$ cat config.mk
export PLATFORM = sky130hd
export DESIGN_NAME = load_store_unit_flat
export DESIGN_NICKNAME = d
export VERILOG_FILES = /design/src/rtl/lsu_pkg.sv /design/src/rtl/lsu_if.sv /design/src/rtl/lsu_align.sv /design/src/rtl/load_store_unit.sv /design/src/flat_wrapper.sv
export SDC_FILE = /design/constraint.sdc
export NUM_CORES = 1
export LEC_CHECK = 0
export BUFFER_PORTS_ARGS = -buffer_cell sky130_fd_sc_hd__buf_4
export CORE_MARGIN = 3
export CORE_UTILIZATION = 50
export DETAILED_ROUTE_END_ITERATION = 6
export PLACE_DENSITY = 0.82
export SLEW_MARGIN = 40
export SYNTH_ARGS = -nofsm -noshare
export SYNTH_HDL_FRONTEND = slang
export SYNTH_SLANG_ARGS = --single-unit
$ cat constraint.sdc
create_clock -name clk -period 3.3 [get_ports clk]
set_input_delay 0.495 -clock clk [delete_from_list [all_inputs] [get_ports clk]]
set_output_delay 0.495 -clock clk [all_outputs]
set_load 0.005 [all_outputs]
$ cat src/rtl/lsu_pkg.sv
// lsu_pkg: shared constants and types for the load/store unit.
//   F3_*        RV32I funct3 size/sign codes for loads and stores
//   lsu_state_e FSM state encoding (IDLE, LD_WAIT, RMW_WAIT)
//   WORD_AW_DEF default word-address width (32-word data_memory)
package lsu_pkg;

    localparam int WORD_AW_DEF = 5;

    localparam logic [2:0] F3_B  = 3'b000;
    localparam logic [2:0] F3_H  = 3'b001;
    localparam logic [2:0] F3_W  = 3'b010;
    localparam logic [2:0] F3_BU = 3'b100;
    localparam logic [2:0] F3_HU = 3'b101;

    typedef enum logic [1:0] {
        ST_IDLE     = 2'd0,
        ST_LD_WAIT  = 2'd1,
        ST_RMW_WAIT = 2'd2
    } lsu_state_e;

    // Stores only come in B/H/W; loads add the unsigned B/H forms.
    function automatic logic f3_legal(input logic we, input logic [2:0] f3);
        if (we) return (f3 == F3_B) || (f3 == F3_H) || (f3 == F3_W);
        return (f3 == F3_B) || (f3 == F3_H) || (f3 == F3_W) ||
               (f3 == F3_BU) || (f3 == F3_HU);
    endfunction

endpackage

$ cat src/rtl/lsu_if.sv
// lsu_if: bus bundle between execute stage, load/store unit and data_memory.
//   req_*  request from execute (valid/ready handshake)
//   resp_* one-cycle response pulse back to execute
//   mem_*  word-wide data_memory read/write ports
//   slave  = load/store unit view, master = execute + memory view
interface lsu_if #(parameter int WORD_AW = 5);

    logic               req_valid;
    logic               req_ready;
    logic               req_we;
    logic [2:0]         req_funct3;
    logic [31:0]        req_addr;
    logic [31:0]        req_wdata;
    logic               resp_valid;
    logic [31:0]        resp_rdata;
    logic               resp_err;
    logic [WORD_AW-1:0] mem_read_addr;
    logic [WORD_AW-1:0] mem_write_addr;
    logic [31:0]        mem_write_data;
    logic               mem_sw;
    logic [31:0]        mem_read_data;

    modport slave (
        input  req_valid, req_we, req_funct3, req_addr, req_wdata, mem_read_data,
        output req_ready, resp_valid, resp_rdata, resp_err,
               mem_read_addr, mem_write_addr, mem_write_data, mem_sw
    );

    modport master (
        output req_valid, req_we, req_funct3, req_addr, req_wdata, mem_read_data,
        input  req_ready, resp_valid, resp_rdata, resp_err,
               mem_read_addr, mem_write_addr, mem_write_data, mem_sw
    );

endinterface

$ cat src/rtl/lsu_align.sv
// lsu_align: combinational byte/half lane handling.
//   i_f3      captured funct3
//   i_off     captured byte offset within the word
//   i_rdata   word read from data_memory
//   i_wdata   low 16 bits of store data
//   o_ld_data sign/zero-extended load result
//   o_st_data read word with the store lane(s) replaced
module lsu_align
    import lsu_pkg::*;
(
    input  logic [2:0]  i_f3,
    input  logic [1:0]  i_off,
    input  logic [31:0] i_rdata,
    input  logic [15:0] i_wdata,
    output logic [31:0] o_ld_data,
    output logic [31:0] o_st_data
);

    logic [7:0]  w_byte;
    logic [15:0] w_half;
    logic        w_signed;

    assign w_byte   = i_rdata[8*i_off +: 8];
    assign w_half   = i_off[1] ? i_rdata[31:16] : i_rdata[15:0];
    // funct3[2] set marks the unsigned (BU/HU) load forms.
    assign w_signed = ~i_f3[2];

    always_comb begin
        o_ld_data = i_rdata;
        case (i_f3[1:0])
            2'b00:   o_ld_data = {{24{w_signed & w_byte[7]}}, w_byte};
            2'b01:   o_ld_data = {{16{w_signed & w_half[15]}}, w_half};
            default: o_ld_data = i_rdata;
        endcase
    end

    always_comb begin
        o_st_data = i_rdata;
        if (i_f3 == F3_B)
            o_st_data[8*i_off +: 8] = i_wdata[7:0];
        else if (i_f3 == F3_H)
            o_st_data[16*i_off[1] +: 16] = i_wdata;
    end

endmodule

$ cat src/rtl/load_store_unit.sv
// load_store_unit: RV32I byte-addressed load/store front end for a
// word-wide data_memory with a 1-cycle registered read.
//   clk    rising-edge clock
//   reset  asynchronous, active-low
//   bus    lsu_if.slave: req_* handshake in, resp_* pulse out, mem_* ports
// Latency: SW and errors 1 cycle, loads and SB/SH (read-modify-write) 2.
module load_store_unit
    import lsu_pkg::*;
#(
    parameter int WORD_AW = WORD_AW_DEF
) (
    input  logic  clk,
    input  logic  reset,
    lsu_if.slave  bus
);

    lsu_state_e         r_state, w_next;
    logic [1:0]         r_off;
    logic [2:0]         r_f3;
    logic [15:0]        r_wdata;
    logic [WORD_AW-1:0] r_waddr;
    logic               r_resp_valid;
    logic [31:0]        r_resp_rdata;
    logic               r_resp_err;

    logic               w_idle, w_accept, w_err, w_is_sw, w_misalign;
    logic [WORD_AW-1:0] w_req_waddr;
    logic [31:0]        w_ld_data, w_st_data;
    logic               w_mem_sw;
    logic [31:0]        w_mem_wdata;

    assign w_idle      = (r_state == ST_IDLE);
    assign w_accept    = bus.req_valid & w_idle;
    assign w_req_waddr = bus.req_addr[WORD_AW+1:2];
    assign w_is_sw     = bus.req_we & (bus.req_funct3 == F3_W);

    always_comb begin
        w_misalign = 1'b0;
        case (bus.req_funct3)
            F3_H, F3_HU: w_misalign = bus.req_addr[0];
            F3_W:        w_misalign = (bus.req_addr[1:0] != 2'b00);
            default:     w_misalign = 1'b0;
        endcase
    end

    assign w_err = ~f3_legal(bus.req_we, bus.req_funct3) | w_misalign |
                   (bus.req_addr[31:WORD_AW+2] != '0);

    lsu_align u_align (
        .i_f3      (r_f3),
        .i_off     (r_off),
        .i_rdata   (bus.mem_read_data),
        .i_wdata   (r_wdata),
        .o_ld_data (w_ld_data),
        .o_st_data (w_st_data)
    );

    always_comb begin
        w_next      = r_state;
        w_mem_sw    = 1'b0;
        w_mem_wdata = '0;
        case (r_state)
            ST_IDLE: begin
                if (w_accept && !w_err) begin
                    if (!bus.req_we) begin
                        w_next = ST_LD_WAIT;
                    end else if (w_is_sw) begin
                        // Full-word store goes straight through, no read needed.
                        w_mem_sw    = 1'b1;
                        w_mem_wdata = bus.req_wdata;
                    end else begin
                        w_next = ST_RMW_WAIT;
                    end
                end
            end
            ST_LD_WAIT: w_next = ST_IDLE;
            ST_RMW_WAIT: begin
                w_next      = ST_IDLE;
                w_mem_sw    = 1'b1;
                w_mem_wdata = w_st_data;
            end
            default: w_next = ST_IDLE;
        endcase
    end

    always_ff @(posedge clk or negedge reset) begin
        if (!reset) begin
            r_state      <= ST_IDLE;
            r_off        <= '0;
            r_f3         <= '0;
            r_wdata      <= '0;
            r_waddr      <= '0;
            r_resp_valid <= 1'b0;
            r_resp_rdata <= '0;
            r_resp_err   <= 1'b0;
        end else begin
            r_state <= w_next;
            if (w_accept) begin
                r_off   <= bus.req_addr[1:0];
                r_f3    <= bus.req_funct3;
                r_wdata <= bus.req_wdata[15:0];
                r_waddr <= w_req_waddr;
            end
            // Every non-idle state ends in a response; from IDLE only SW and errors do.
            r_resp_valid <= (w_accept & (w_err | w_is_sw)) | ~w_idle;
            r_resp_err   <= w_accept & w_err;
            r_resp_rdata <= (r_state == ST_LD_WAIT) ? w_ld_data : '0;
        end
    end

    assign bus.req_ready      = w_idle;
    assign bus.resp_valid     = r_resp_valid;
    assign bus.resp_rdata     = r_resp_rdata;
    assign bus.resp_err       = r_resp_err;
    assign bus.mem_read_addr  = w_idle ? w_req_waddr : r_waddr;
    assign bus.mem_write_addr = w_idle ? w_req_waddr : r_waddr;
    assign bus.mem_write_data = w_mem_wdata;
    assign bus.mem_sw         = w_mem_sw;

endmodule
$ cat src/flat_wrapper.sv
// flat-port wrapper written by rule: the top's interface ports become plain ports
module load_store_unit_flat import lsu_pkg::*;
#(
    parameter int WORD_AW = WORD_AW_DEF
)
  (clk, reset, bus_req_valid, bus_req_we, bus_req_funct3, bus_req_addr, bus_req_wdata, bus_mem_read_data, bus_req_ready, bus_resp_valid, bus_resp_rdata, bus_resp_err, bus_mem_read_addr, bus_mem_write_addr, bus_mem_write_data, bus_mem_sw);
  lsu_if #(.WORD_AW(WORD_AW)) bus_i ();
  input  logic clk;
  input  logic reset;
  input wire logic [$bits(bus_i.req_valid)-1:0] bus_req_valid;
  input wire logic [$bits(bus_i.req_we)-1:0] bus_req_we;
  input wire logic [$bits(bus_i.req_funct3)-1:0] bus_req_funct3;
  input wire logic [$bits(bus_i.req_addr)-1:0] bus_req_addr;
  input wire logic [$bits(bus_i.req_wdata)-1:0] bus_req_wdata;
  input wire logic [$bits(bus_i.mem_read_data)-1:0] bus_mem_read_data;
  output wire logic [$bits(bus_i.req_ready)-1:0] bus_req_ready;
  output wire logic [$bits(bus_i.resp_valid)-1:0] bus_resp_valid;
  output wire logic [$bits(bus_i.resp_rdata)-1:0] bus_resp_rdata;
  output wire logic [$bits(bus_i.resp_err)-1:0] bus_resp_err;
  output wire logic [$bits(bus_i.mem_read_addr)-1:0] bus_mem_read_addr;
  output wire logic [$bits(bus_i.mem_write_addr)-1:0] bus_mem_write_addr;
  output wire logic [$bits(bus_i.mem_write_data)-1:0] bus_mem_write_data;
  output wire logic [$bits(bus_i.mem_sw)-1:0] bus_mem_sw;
  assign bus_i.req_valid = bus_req_valid;
  assign bus_i.req_we = bus_req_we;
  assign bus_i.req_funct3 = bus_req_funct3;
  assign bus_i.req_addr = bus_req_addr;
  assign bus_i.req_wdata = bus_req_wdata;
  assign bus_i.mem_read_data = bus_mem_read_data;
  assign bus_req_ready = bus_i.req_ready;
  assign bus_resp_valid = bus_i.resp_valid;
  assign bus_resp_rdata = bus_i.resp_rdata;
  assign bus_resp_err = bus_i.resp_err;
  assign bus_mem_read_addr = bus_i.mem_read_addr;
  assign bus_mem_write_addr = bus_i.mem_write_addr;
  assign bus_mem_write_data = bus_i.mem_write_data;
  assign bus_mem_sw = bus_i.mem_sw;
  load_store_unit #(.WORD_AW(WORD_AW)) u_core (.clk(clk), .reset(reset), .bus(bus_i));
endmodule
==> summary.md, run 1 <==
| Metric | Value |
|---|---|
| Status | completed |
| Largest cells by area after synthesis | dfrtp_1 (34%), nand2_1 (6.4%), o21ai_0 (4.3%) |
| Minimum clock period | around 3.2 ns |
| Hold Path Class | in -> async |
| Library cells used by synthesis | 64 |
| Number of global-route vias before repair | 5023 |
| Resized Gates After CTS | 0 |
| Leading area contributor after synthesis | dfrtp_1 |
| Largest net degree at the start of global routing | 63 |
| Crit-path leading delay family | compound AO/OA/AOI/OAI gates |
| Drt first pass iters | 4 |
| Cell Int Power | 0.00139 W |
| Total die area | roughly 0.010 mm2 |
| CP Cell Sequence | buf_4 > a211oi_1 > o21ai_0 > a32oi_1 > o41ai_1 > buf_4 |
| Area growth, synth to finish | 34.4% |
| Max VDD drop | 0.171 mV |
| Cell with the most instances after synthesis | nand2_1 |
| Reg clk slew, reported paths | about 0.080 ns |
| H-tree depth | 3 |
| Remaining Overflow, GRT | 0 |
| CORE AREA | between 0.008 and 0.009 mm2 |
| Register area share after synthesis | 33.9% |
| Max-Cap Viols | 0 |
| Max Fclk | ~0.31 GHz |
| CP Capture Type | output port |
| Psw | between 0.0006 and 0.0007 W |
| Placer congestion estimate | 0.928 |
| Total GRT Usage | 33.1% |
| Post-CTS Setup Bufs | 0 |
| CTS tree | built |
| Worst path slowest cell | a211oi_1 |
| Crit Path Class | reg -> out |
| Hold Worst Slack | ~0.11 ns |
| Antenna violations before repair | 0 |
| Setup violators final | 0 |
| EDFF count, synth | 0 |
| Yosys warns | 0 |
| Root Driver | clkbuf_8 |
| Final WL | 17200 um |
| WP data arrival | 2.70 ns |
| DRC Markers | 0 |
| Slew Limit Headroom | 48.4% |
| Syn Area/Cell | roughly 9 um2 |
| Ys flop type | dfrtp_1 |
| I/O Buffers | 180 |
| Die Span Y | 102 um |
| Seq pwr share | approximately two fifths |
| WL per Instance | 21.6 um |
| Vias per Instance | around 6.5 |
| Final ANT Viol Nets | 0 |
| Critical Path Fanout Max | 14 |
| Net Count, Synth | 631 |
| Switching share of power | 32.7% |
| Ant diodes | 0 |
| Vias | slightly above 5000 |
| Synth cell count leaders | nand2_1 (78), dfrtp_1 (62), o21ai_0 (39), a21o_1 (24), clkbuf_1 (24) |
| CTS Hold Buffers Added | 0 |
| Tcrit/Tclk final | 96.9% |
| Worst-Margin Slew | 0.774 ns |
| Comb pwr share | 25.6% |
| Setup TNS | 0 ns |
| Slew Viols, Final | 0 |
| Leak | 3.06 nW |
| Top-area cell type share of the netlist area | about a third |
| Post-synth ARST share | 100% |
| Post-synthesis cell area | approximately 0.0046 mm2 |
| Cts bufs inserted | 9 |
| Pwr per Cell Area | around 330 mW/mm2 |
| Register bit total from synthesis | 62 |
| Final hold vios | 0 |
| Worst Path Buf+Inv | 2 |
| Global-route wire length before repair | 26600 um |
| DP HPWL | 13100 um |
| CP Data Required Time | 2.80 ns |
| CTS Buffer Depth | 2 |
| Die Wd | 102 um |
| Clock sinks | 62 |
| Cells after synthesis | 523 |
| Clock Skew | 0.0165 ns |
| Std cell rows | 34 |
| Io pins | ~180 |
| Critical Path Most Common Cell | buf_4 |
| Startpoint Class | flip-flop |
| DRT iter0 DRCs | between 300 and 400 |
| Fin nets | 792 |
| Clock latency on the worst-skew pair | 0.35 ns |
| Unrepaired setup endpoints after global routing | no |
| CP peak stage delay | between 0.6 and 0.7 ns |
| Initial Util | 52.0% |
| Layout cells sized above 1 | 35.8% |
| Clk network pwr share | between 30% and 40% |
==> power by group through the flow <==
stage                     combinational [W]  clock (W)  sequential (W)
after floorplan                    0.000300          0        0.000824
after global placement             0.000505          0        0.000849
after detailed placement           0.000514          0        0.000851
after CTS                          0.000516   0.000691        0.000836
after global routing               0.000573   0.000715        0.000841
final                              0.000527   0.000691        0.000840
==> path summary, 6_finish.rpt <==
| check | startpoint | end | slack [ns] | cells after the start |
|---|---|---|---|---|
| setup / recovery | u_core.r_f3[2]$_DFFE_PN0P_ | bus_mem_write_data[3] | 0.10 | 6 |
| hold / removal | reset | u_core.bus.resp_rdata[15]$_DFF_PN0_ | 0.11 | 1 |
| setup reg to reg | u_core.r_f3[0]$_DFFE_PN0P_ | u_core.bus.resp_rdata[20]$_DFF_PN0_ | 0.81 | 5 |
| hold reg to reg | u_core.r_waddr[4]$_DFFE_PN0P_ | u_core.r_waddr[4]$_DFFE_PN0P_ | 0.49 | 2 |
| max in group asynchronous | reset | u_core.r_off[1]$_DFFE_PN0P_ | 2.78 | 1 |
| min in group clk | bus_req_we | u_core.r_state[0]$_DFFE_PN0P_ | 0.33 | 2 |
==> state kept, by name, indices dropped and copies added, names as in the netlist <==
name and flops:
u_core.r_wdata 16, u_core.r_f3 3, u_core.bus.resp_rdata 32, u_core.r_state 2, u_core.bus.resp_err 1, u_core.r_waddr 5
u_core.bus.resp_valid 1, u_core.r_off 2
==> logic make-up after synthesis <==
kind of cell / after synthesis / share of synthesized area [%]
AO/OA/AOI/OAI: 186 / 30.6
adder cells (fa/ha/maj): 5 / 1.37
buffers and inverters: 63 / 6.75
flip-flops: 62 / 33.9
multiplexers: 14 / 5.11
AND/OR/NAND/NOR: 193 / 22.2
==> cells in the final DEF (no fill, tap or decap), types with 7 or more instances in the layout <==
master	synthesis	layout
a21o_1	24	24
o2111ai_1	10	10
o22ai_1	16	16
nand2b_1	13	13
nand3_1	10	10
inv_1	12	12
nor2_1	18	18
o211ai_1	7	7
a32oi_1	12	12
o41ai_1	15	15
o221a_2	8	8
a221o_1	7	7
and3_1	7	7
nand2_1	78	77
mux4_2	7	7
buf_4	7	198
a221oi_1	8	8
o21ai_0	39	39
nor2b_1	21	21
nor4_1	15	15
a21oi_1	11	11
clkbuf_8	0	10
dfrtp_1	62	61
==> stage by stage <==
stage / cell area, um2 / util [%] / total power (W) / cells / setup slack [ns]
after global routing: 6150 / 69.8 / 0.00213 / 797 / 0.000893
final: 6150 / 69.8 / 0.00206 / 797 / 0.103
after CTS: 6140 / 69.7 / 0.00204 / 797 / 0.218
after detailed placement: 5950 / 67.6 / 0.00136 / 781 / 0.519
after global placement: 5950 / 67.6 / 0.00135 / 781 / 0.581
after floorplan: 4580 / - / 0.00112 / 523 / 0.765
==> layer usage <==
layer / track usage [%] / wire [um] / part of all wire, %
met1: 43.2 / 6870 / 40
met5: 0 / 0 / 0
met4: 13.3 / 565 / 3.3
met2: 53.7 / 8070 / 47
met3: 6.68 / 1720 / 10
==> area by class of cell <==
cell class	instances	area [um2]
clock buffer	12	145
clock inverter	4	47.5
fill	706	2660
inverter	14	52.6
multi-input combinational	398	2720
sequential	62	1550
tap	108	135
timing repair buffer	199	1500
No activity file was read; power rests on OpenSTA's default activity.
==> run 2, diff against run 1 <==
Settings changed: SETUP_SLACK_MARGIN set to 0.15.
==> run 2 against run 1 <==
Wire length grew 0.25%. Non-clock buffer count is the same. Worst hold slack is essentially flat.
==> summary.md, run 2 (synthesized netlist as in run 1, its figures left out) <==
| Metric | Value |
|---|---|
| Largest register FFs | 32 (unchanged) |
| CP peak stage delay | 0.42 ns (-0.23 ns) |
| DRC Markers | 0 (unchanged) |
| Fin nets | 792 (unchanged) |
| Pwr per Cell Area | 335 mW/mm2 (about the same) |
| Vias per Instance | 6.52 (+0.64%) |
| Status | completed |
| CP Cell Sequence | inv_1 > ha_1 > and4b_1 > and3_1 > o311ai_0 > o41ai_1 > buf_4 |
| Area growth, synth to finish | 34.6% |
| Global-route wire length before repair | 26600 um (unchanged) |
| Remaining Overflow, GRT | 0 (unchanged) |
| Die Span Y | 102 um (unchanged) |
| Placer congestion estimate | 0.928 (unchanged) |
| Final ANT Viol Nets | 0 (unchanged) |
| Worst-Margin Slew | 0.774 ns (+0.000130 ns) |
| Final hold vios | 0 (unchanged) |
| Slew Limit Headroom | 48.4% (about the same) |
| Total GRT Usage | 33.1% (unchanged) |
| Largest net degree at the start of global routing | 63 (unchanged) |
| Reg clk slew, reported paths | 0.08 ns (about the same) |
| Setup violators final | 0 (unchanged) |
| CTS Hold Buffers Added | 0 (unchanged) |
| Worst path slowest cell | dfrtp_2 |
| H-tree depth | 3 (unchanged) |
| Tcrit/Tclk final | 92.3% (-4.6 points) |
| DRT iter0 DRCs | 346 (+2.1%) |
| Placed Cells | 781 (unchanged) |
| Commonest non-fill, non-tap cells in the layout | buf_4 (197), nand2_1 (77), dfrtp_1 (61) |
| Initial Util | 52.0% (unchanged) |
| Clock sinks | 62 (unchanged) |
| Hold Path Class | in -> async |
| Minimum clock period | 3.05 ns (-0.151 ns) |
| CORE AREA | 0.00881 mm2 (unchanged) |
| Vias | 5200 (+0.64%) |
| DP HPWL | 13100 um (unchanged) |
| CP Capture Type | output port |
| Max-Cap Viols | 0 (unchanged) |
| Total die area | 0.0103 mm2 (unchanged) |
| CP Data Required Time | 2.80 ns (about the same) |
| Slew Viols, Final | 0 (unchanged) |
| Drt first pass iters | 7 (+3) |
| Layout cells sized above 1 | 36.0% (+0.15 points) |
| Root Driver | clkbuf_8 |
| Final WL | 17300 um (+0.25%) |
| Antenna violations before repair | 0 (unchanged) |
| Std cell rows | 34 (unchanged) |
| CTS tree | built |
| Clock Skew | 0.0157 ns (-0.000826 ns) |
| Startpoint Class | flip-flop |
| Unrepaired setup endpoints after global routing | no |
| Critical Path Fanout Max | 8 (-6) |
| Number of global-route vias before repair | 5023 (unchanged) |
| Commonest non-fill, non-tap cell in the layout | buf_4 |
| CTS Buffer Depth | 2 (unchanged) |
| WP data arrival | 2.55 ns (-0.15 ns) |
| Clock latency on the worst-skew pair | 0.35 ns (about the same) |
| WL per Instance | 21.7 um (+0.25%) |
| Crit Path Class | reg -> out |
| Non-filler cells, final | 797 (unchanged) |
| I/O Buffers | 180 (unchanged) |
| Ant diodes | 0 (unchanged) |
| Max Fclk | 0.328 GHz (+4.9%) |
| Cts bufs inserted | 9 (unchanged) |
| Io pins | 181 (unchanged) |
| Max VDD drop | 0.173 mV (+1.1%) |
| Final core occ | 69.9% (+0.099 points) |
| Leak | 3.06 nW (about the same) |
| Die Wd | 102 um (unchanged) |
| Setup TNS | 0 ns (unchanged) |
==> run 2: changes by cell type in the layout (fill, tap and decap cells not counted) <==
cell / change
a211oi_1: -1
buf_6: +1
buf_4: -1
a211oi_2: +1
==> run 2: final cells by class <==
cell class	instances	area [um2]
clock buffer	12	145
clock inverter	4	47.5
fill	707	2650
inverter	14	52.6
multi-input combinational	398	2720
sequential	62	1550
tap	108	135
timing repair buffer	199	1500
==> run 2: power breakdown <==
group	internal, W	switching, W	total (W)
Sequential	0.000789	0.0000510	0.000840
Clock	0.000368	0.000324	0.000692
Combinational	0.000230	0.000299	0.000529
==> run 2: worst paths after layout <==
path / endpoint / start / cells after the start / slack [ns]
max in group asynchronous: u_core.r_off[1]$_DFFE_PN0P_ / reset / 1 / 2.79
min in group clk: u_core.r_state[0]$_DFFE_PN0P_ / bus_req_we / 2 / 0.33
worst max-delay path: bus_mem_write_data[10] / u_core.r_off[1]$_DFFE_PN0P_ / 7 / 0.25
worst max register to register: u_core.bus.resp_rdata[20]$_DFF_PN0_ / u_core.r_f3[0]$_DFFE_PN0P_ / 5 / 0.80
worst min-delay path: u_core.bus.resp_rdata[15]$_DFF_PN0_ / reset / 1 / 0.11
worst min register to register: u_core.r_waddr[4]$_DFFE_PN0P_ / u_core.r_waddr[4]$_DFFE_PN0P_ / 2 / 0.49
==> run 2: critical path: cells and delay by family, from the launching register on <==
kind / cells / cell delay [ns]
AOI/OAI and AO/OA: 2 / 0.55
adders and majority gates: 1 / 0.33
buffers and inverters: 2 / 0.35
DFF: 1 / 0.42
and+or+nand+nor: 2 / 0.54
==> run 2: stage by stage <==
| step | instance area (um2) | power (W) | hold slack, ns | setup WS [ns] |
|---|---|---|---|---|
| final | 6160 | 0.00206 | 0.106 | 0.254 |
| after global routing | 6160 | 0.00213 | 0.146 | 0.170 |
| after CTS | 6140 | 0.00204 | 0.245 | 0.218 |
| after detailed placement | 5950 | 0.00136 | 0.476 | 0.519 |
| after global placement | 5950 | 0.00135 | 0.455 | 0.581 |
| after floorplan | 4580 | 0.00112 | 0.199 | 0.765 |
==> run 2: repair_timing <==
action / in CTS / in global routing
resized for setup: 0 / 2
buffers inserted: 0 / 0
endpoints found under the hold margin: 0 / 0
setup endpoints to repair: 0 / 11
==> run 2: routing by layer <==
| layer | up-vias | routed length, um | global-route usage, % |
|---|---|---|---|
| met4 | 0 | 580 | 13.3 |
| met1 | 2483 | 6880 | 43.2 |
| met2 | 341 | 8100 | 53.7 |
| met3 | 57 | 1710 | 6.68 |
| met5 | - | 0 | 0 |
| li1 | 2319 | - | - |
